--- src/rtl/cmd_frame_pkg.sv ---
// Shared types and defaults for the command frame manager and its CRC helper.
package cmd_frame_pkg;

   typedef enum logic [1:0] {
      IDLE = 2'd0,
      ARGS = 2'd1,
      CRC  = 2'd2
   } state_e;

   localparam logic [7:0] CRC_POLY_DEFAULT = 8'h07;
   localparam logic [7:0] CRC_INIT_DEFAULT = 8'h00;

   // Width of an index over n items, never less than one bit.
   function automatic int clog2(input int n);
      return (n <= 2) ? 1 : $clog2(n);
   endfunction

endpackage

--- src/rtl/crc8_step.sv ---
// Combinational CRC-8 update over one byte, MSB-first, non-reflected.
module crc8_step #(
   parameter logic [7:0] CRC_POLY = 8'h07
) (
   input  logic [7:0] crc_in,
   input  logic [7:0] byte_in,
   output logic [7:0] crc_out
);

   logic [7:0] c;

   always_comb begin
      c = crc_in ^ byte_in;
      for (int i = 0; i < 8; i++) begin
         c = c[7] ? ((c << 1) ^ CRC_POLY) : (c << 1);
      end
      crc_out = c;
   end

endmodule

--- src/rtl/cmd_frame_manager.sv ---
// Assembles cmd / N_ARGS args / CRC frames from a toggle byte strobe, checks CRC-8,
// enforces an inter-byte timeout and presents frames on a valid/ready output.
module cmd_frame_manager
   import cmd_frame_pkg::*;
#(
   parameter int unsigned N_ARGS         = 2,
   parameter int unsigned TIMEOUT_CYCLES = 1024,
   parameter bit          DROP_BAD_CRC   = 1'b1,
   parameter logic [7:0]  CRC_POLY       = CRC_POLY_DEFAULT,
   parameter logic [7:0]  CRC_INIT       = CRC_INIT_DEFAULT
) (
   input  logic                clk,
   input  logic                reset,
   input  logic                en,
   input  logic [7:0]          in_byte,
   input  logic                byte_finished,
   output logic [7:0]          cmd,
   output logic [8*N_ARGS-1:0] args,
   output logic [7:0]          crc,
   output logic                crc_ok,
   output logic                out_valid,
   input  logic                out_ready,
   output logic                frame_finished,
   output logic                crc_err,
   output logic                timeout,
   output logic                overrun,
   output logic                busy
);

   localparam int              IW       = clog2(int'(N_ARGS));
   localparam int              CW       = $clog2(TIMEOUT_CYCLES + 2);
   localparam bit              TMO_EN   = (TIMEOUT_CYCLES != 0);
   localparam logic [IW-1:0]   IDX_LAST = IW'(N_ARGS - 1);
   localparam logic [CW-1:0]   TMO_LAST = CW'((TIMEOUT_CYCLES > 0) ? TIMEOUT_CYCLES - 1 : 0);

   state_e              state_q, state_d;
   logic                bf_q;
   logic [IW-1:0]       idx_q, idx_d;
   logic [CW-1:0]       tcnt_q, tcnt_d;
   logic [7:0]          crc_run_q, crc_run_d;
   logic [7:0]          cmd_acc_q, cmd_acc_d;
   logic [8*N_ARGS-1:0] args_acc_q, args_acc_d;
   logic [7:0]          cmd_q, cmd_d;
   logic [8*N_ARGS-1:0] args_q, args_d;
   logic [7:0]          crc_q, crc_d;
   logic                crc_ok_q, crc_ok_d;
   logic                out_valid_q, out_valid_d;
   logic                frame_finished_q, frame_finished_d;
   logic                crc_err_q, crc_err_d;
   logic                timeout_q, timeout_d;
   logic                overrun_q, overrun_d;

   logic                accept;
   logic                crc_match;
   logic [7:0]          crc_seed;
   logic [7:0]          crc_next;

   assign accept    = en && (byte_finished != bf_q);
   assign crc_match = (in_byte == crc_run_q);
   assign crc_seed  = (state_q == IDLE) ? CRC_INIT : crc_run_q;

   crc8_step #(.CRC_POLY(CRC_POLY)) u_crc8_step (
      .crc_in  (crc_seed),
      .byte_in (in_byte),
      .crc_out (crc_next)
   );

   // NOTE: every variable gets its default before any branch, so no path leaves one unassigned and no latch is inferred.
   always_comb begin
      state_d          = state_q;
      idx_d            = idx_q;
      tcnt_d           = tcnt_q;
      crc_run_d        = crc_run_q;
      cmd_acc_d        = cmd_acc_q;
      args_acc_d       = args_acc_q;
      cmd_d            = cmd_q;
      args_d           = args_q;
      crc_d            = crc_q;
      crc_ok_d         = crc_ok_q;
      out_valid_d      = out_valid_q;
      frame_finished_d = 1'b0;
      crc_err_d        = 1'b0;
      timeout_d        = 1'b0;
      overrun_d        = 1'b0;

      if (out_valid_q && out_ready) out_valid_d = 1'b0;

      if (accept) begin
         tcnt_d = '0;
         unique case (state_q)
            IDLE: begin
               cmd_acc_d = in_byte;
               crc_run_d = crc_next;
               idx_d     = '0;
               state_d   = ARGS;
            end
            ARGS: begin
               args_acc_d[8*int'(idx_q) +: 8] = in_byte;
               crc_run_d = crc_next;
               idx_d     = idx_q + 1'b1;
               if (idx_q == IDX_LAST) state_d = CRC;
            end
            CRC: begin
               frame_finished_d = 1'b1;
               crc_err_d        = !crc_match;
               idx_d            = '0;
               state_d          = IDLE;
               if (crc_match || !DROP_BAD_CRC) begin
                  // A held frame that is not being taken this cycle wins over the new one.
                  if (out_valid_q && !out_ready) begin
                     overrun_d = 1'b1;
                  end else begin
                     cmd_d       = cmd_acc_q;
                     args_d      = args_acc_q;
                     crc_d       = in_byte;
                     crc_ok_d    = crc_match;
                     out_valid_d = 1'b1;
                  end
               end
            end
            default: state_d = IDLE;
         endcase
      end else if (TMO_EN && en && (state_q != IDLE)) begin
         if (tcnt_q == TMO_LAST) begin
            timeout_d = 1'b1;
            tcnt_d    = '0;
            idx_d     = '0;
            state_d   = IDLE;
         end else begin
            tcnt_d = tcnt_q + 1'b1;
         end
      end
   end

   // NOTE: state registers use non-blocking assignments so every flop samples pre-edge values.
   // NOTE: the frame buffers are ordinary flops and are cleared by reset so no stale frame appears after it.
   always_ff @(posedge clk or negedge reset) begin
      if (!reset) begin
         state_q          <= IDLE;
         bf_q             <= 1'b0;
         idx_q            <= '0;
         tcnt_q           <= '0;
         crc_run_q        <= '0;
         cmd_acc_q        <= '0;
         args_acc_q       <= '0;
         cmd_q            <= '0;
         args_q           <= '0;
         crc_q            <= '0;
         crc_ok_q         <= 1'b0;
         out_valid_q      <= 1'b0;
         frame_finished_q <= 1'b0;
         crc_err_q        <= 1'b0;
         timeout_q        <= 1'b0;
         overrun_q        <= 1'b0;
      end else begin
         state_q          <= state_d;
         bf_q             <= byte_finished;
         idx_q            <= idx_d;
         tcnt_q           <= tcnt_d;
         crc_run_q        <= crc_run_d;
         cmd_acc_q        <= cmd_acc_d;
         args_acc_q       <= args_acc_d;
         cmd_q            <= cmd_d;
         args_q           <= args_d;
         crc_q            <= crc_d;
         crc_ok_q         <= crc_ok_d;
         out_valid_q      <= out_valid_d;
         frame_finished_q <= frame_finished_d;
         crc_err_q        <= crc_err_d;
         timeout_q        <= timeout_d;
         overrun_q        <= overrun_d;
      end
   end

   assign cmd            = cmd_q;
   assign args           = args_q;
   assign crc            = crc_q;
   assign crc_ok         = crc_ok_q;
   assign out_valid      = out_valid_q;
   assign frame_finished = frame_finished_q;
   assign crc_err        = crc_err_q;
   assign timeout        = timeout_q;
   assign overrun        = overrun_q;
   assign busy           = (state_q != IDLE);

endmodule

--- config.mk ---
export PLATFORM = sky130hd
export DESIGN_NAME = cmd_frame_manager
export DESIGN_NICKNAME = d
export VERILOG_FILES = /design/src/rtl/cmd_frame_pkg.sv /design/src/rtl/crc8_step.sv /design/src/rtl/cmd_frame_manager.sv
export SDC_FILE = /design/constraint.sdc
export NUM_CORES = 1
export LEC_CHECK = 0
export BUFFER_PORTS_ARGS = -buffer_cell sky130_fd_sc_hd__buf_2
export CAP_MARGIN = 25
export CELL_PAD_IN_SITES_DETAIL_PLACEMENT = 0
export CELL_PAD_IN_SITES_GLOBAL_PLACEMENT = 1
export CORE_MARGIN = 3
export CORE_UTILIZATION = 25
export DETAILED_ROUTE_END_ITERATION = 10
export GPL_TIMING_DRIVEN = 1
export PLACE_DENSITY = 0.54
export SYNTH_ARGS = -nofsm -noshare
export SYNTH_HDL_FRONTEND = slang
export SYNTH_SLANG_ARGS = --single-unit
--- constraint.sdc ---
create_clock -name clk -period 3.5 [get_ports clk]
set_input_delay 1.05 -clock clk [delete_from_list [all_inputs] [get_ports clk]]
set_output_delay 1.05 -clock clk [all_outputs]
set_load 0.01 [all_outputs]
==> run summary <==
The flow ran to the end, and the final reports show no timing, DRC or antenna violations. The number of cells after detailed placement is 525, and the cell leakage power is 2.23 nW. For the pin with the worst max-slew slack, the measured transition is 0.739 ns. The tools report the estimated wirelength of the detail-placed design as 5.85 mm. For this run, the top clock speed supported by timing is 0.363 GHz. Counting every sink on the clock net gives 85. The pre-CTS worst setup slack came out at 0.385 ns.

The effective utilization at floorplan is 0.259. sky130_fd_sc_hd__dfrtp_1 takes more of the synthesized area than any other cell. The clock passes through at most 2 buffers. The total overflow left after global routing is 0. The tools report the number of antenna violations at the first check in global routing as 0. The tools report the number of global-route vias before repair as 2458. For this design, the CTS-stage hold fixing added 0 buffers. Vertical die dimension: 129 µm. The maximum net fanout on the critical path came out at 11. TritonCTS built the clock tree. The leading register cell type out of synthesis was sky130_fd_sc_hd__dfrtp_1. The floorplan step defined a die boundary enclosing 16700 µm².

The tools report the deepest level of the CTS H-tree as 3. The critical path is of the input port to flip-flop type. Entering global routing, the biggest net connects 48 pins. The startpoint of the most critical setup path is byte_finished. The tools report the root buffer cell as sky130_fd_sc_hd__clkbuf_16. First-pass iteration count of the detailed router: 4.

0 antenna diodes ended up in the layout. For the number of nets in the finished design, the log shows 366. For the final weighted congestion in routability-driven placement, the log shows 0.785. The final count of negative-setup-slack endpoints was 0; the required time reported for the critical path endpoint was 3.72 ns. The count of yosys warnings during synthesis came out at 0. In the final routed layout, each cell accounts on average for 15.6 µm. Power spread over the standard cell area amounts to 732 nW/µm². The filler cell count in the final layout was 1464. The distinct cell type count after synthesis was 42. The tools report the startpoint of the lowest-slack register-to-register path as bf_q. Width of the die: 129 µm. Max-cap violations in this run came to 0.

Async set-or-reset flop fraction in the synthesized netlist: 1.00. The worst setup path is captured at a flip-flop. The number of nets handed over by synthesis was 312. Pin placement for this block handled 52 I/O pins. In the routed layout, each cell is associated on average with a via count of 4.39. Yosys attributes the largest share of cell area to sky130_fd_sc_hd__dfrtp_1, sky130_fd_sc_hd__mux2_1, sky130_fd_sc_hd__mux2_2. The sequential fraction of the synthesis area is 0.559, and the hold slack is 0.461 ns. The total count of max-transition violations in the final report is 0, and the average instance area after synthesis is 12.8 µm². The clock network latency to the later pin of the worst-skew pair is 0.34 ns. The post-synth design cell area was 3810 µm²; the total wire length after detailed routing was 8.45 mm. Summing all placed instances gives a cell area of 4280 µm².

The floorplan has 44 rows. The period utilization came out at 0.787. The overall global routing resource usage was 0.108. The finished layout holds 541 standard cells, fillers aside.

For the final database, setup skew stands at 0.0110 ns. The worst setup path is launched from an input port. The tools report the total clock buffers created by CTS as 9. The count of input and output buffers came out at 51. The number of nets with antenna violations after routing is 0, and the remaining design rule violation count is 0. The number of post-CTS setup repair buffers was 0. Setup repair after global routing left no endpoint under its margin.

The startpoint identified for the worst hold timing path is crc_ok. Across the VDD grid, the largest voltage drop is 0.000258 V. The proportion of netlist area held by the largest area contributor is 0.559. The most instantiated library cell after synthesis was sky130_fd_sc_hd__dfrtp_1. The total area inside the core boundary comes to 14700 µm². Counting I/O delays and the setup requirement, the final critical path takes 2.76 ns. The data arrival time of the critical path was 2.97 ns; the post-layout worst setup margin was 0.745 ns.

The cell count after synthesis was 298. Adding up every negative setup slack in the final design gives 0 ns. The first global-routing pass estimated 13.9 mm of wire. Number of gates resized after cts: 0. The number of hold violations in the final report was 0.

The max-slew headroom at the worst pin came out at 0.504. The commonest cells after synthesis are sky130_fd_sc_hd__dfrtp_1, sky130_fd_sc_hd__mux2_1, sky130_fd_sc_hd__mux2_2. The share of cells above drive strength 1 was 0.325. The class of the worst hold path is flip-flop to flip-flop.

Number of synthesized flops with an enable pin: 0. The area growth from synthesis to layout is 20.5%. After synthesis the netlist holds a flip-flop and latch count of 85. The post-CTS clock slew at the launch and capture registers of the worst setup and hold paths works out to 0.07 ns. The count of routing violations after the opening detailed-route iteration is 74, and the cell area after layout is 4590 µm².

For this block, the via count after detailed routing is 2374.
==> state kept, by name (all words and copies together), names as in the netlist, 2 cells and up <==
register,cells
crc,8
args_acc_q,16
tcnt_q,11
cmd_acc_q,8
cmd,8
args,16
crc_run_q,8
state_q,2
==> cell type report <==
class / instances / area [µm²] / share of cell area
timing repair buffer: 58 / 335 / 0.0731
clock inverter: 7 / 83.8 / 0.0183
multi-input combinational: 196 / 1580 / 0.344
sequential: 85 / 2130 / 0.464
tap: 184 / 230 / 0.0502
clock buffer: 9 / 225 / 0.0491
inverter: 2 / 7.51 / 0.00164
==> metrics by stage <==
step                      utilization  total power, mW
final                           0.312             3.36
after global routing            0.312             3.58
after CTS                       0.312             3.40
after detailed placement        0.291             2.39
after global placement          0.291             2.36
after floorplan                     -             2.17
==> layout by cell type (no fill, tap or decap), types with 3 or more instances in the layout <==
master                      instances
sky130_fd_sc_hd__dfrtp_1           85
sky130_fd_sc_hd__buf_2             50
sky130_fd_sc_hd__mux2_2            29
sky130_fd_sc_hd__mux2_1            29
sky130_fd_sc_hd__xnor2_1           26
sky130_fd_sc_hd__nand2_1           18
sky130_fd_sc_hd__o21ai_0           15
sky130_fd_sc_hd__nor2_1            14
sky130_fd_sc_hd__xor2_1             9
sky130_fd_sc_hd__clkbuf_16          9
sky130_fd_sc_hd__nand4_1            6
sky130_fd_sc_hd__buf_4              6
sky130_fd_sc_hd__nand2b_1           5
sky130_fd_sc_hd__and3_1             5
sky130_fd_sc_hd__a21oi_1            4
sky130_fd_sc_hd__inv_6              4
sky130_fd_sc_hd__nand3_1            3
sky130_fd_sc_hd__nor3_1             3
sky130_fd_sc_hd__nor2b_1            3
==> routing by layer <==
| metal | global-route usage | share of wire |
|---|---|---|
| met5 | 0 | 0 |
| met1 | 0.147 | 0.47 |
| met2 | 0.164 | 0.47 |
| met3 | 0.0198 | 0.035 |
| met4 | 0.0525 | 0.019 |
==> logic make-up after synthesis <==
logic type                 Yosys count  synth area share
AOI/OAI and AO/OA                   29            0.0477
xor gates and xnor gates            36            0.0868
adders and majority gates            1           0.00329
buffers and inverters               17            0.0270
DFF                                 85             0.559
muxes                               60             0.177
and+or+nand+nor                     70            0.0996
==> power by group <==
part,internal (mW),leakage [nW],switching [mW],total (mW)
logic,0.506,0.967,0.431,0.937
clock network,0.569,0.149,0.432,1.00
registers,1.22,1.11,0.204,1.42
==> critical path: stages <==
cell and delay (ns):
sky130_fd_sc_hd__buf_2 0.10, sky130_fd_sc_hd__xor2_1 0.26, sky130_fd_sc_hd__and2_1 0.33, sky130_fd_sc_hd__nand2b_1 0.34
sky130_fd_sc_hd__nor2_2 0.49, sky130_fd_sc_hd__mux2_2 0.39
==> final timing paths <==
path	to	slack [ns]	cells past startpoint
min	crc_ok	0.46	1
max reg2reg	cmd_acc_q[3]	1.19	5
min reg2reg	crc_ok	0.46	1
min in group asynchronous	crc_ok	0.72	1
max	cmd_acc_q[3]	0.74	6
max in group asynchronous	args[5]	2.14	2
Note: power is estimated with default switching activity, not from simulation.
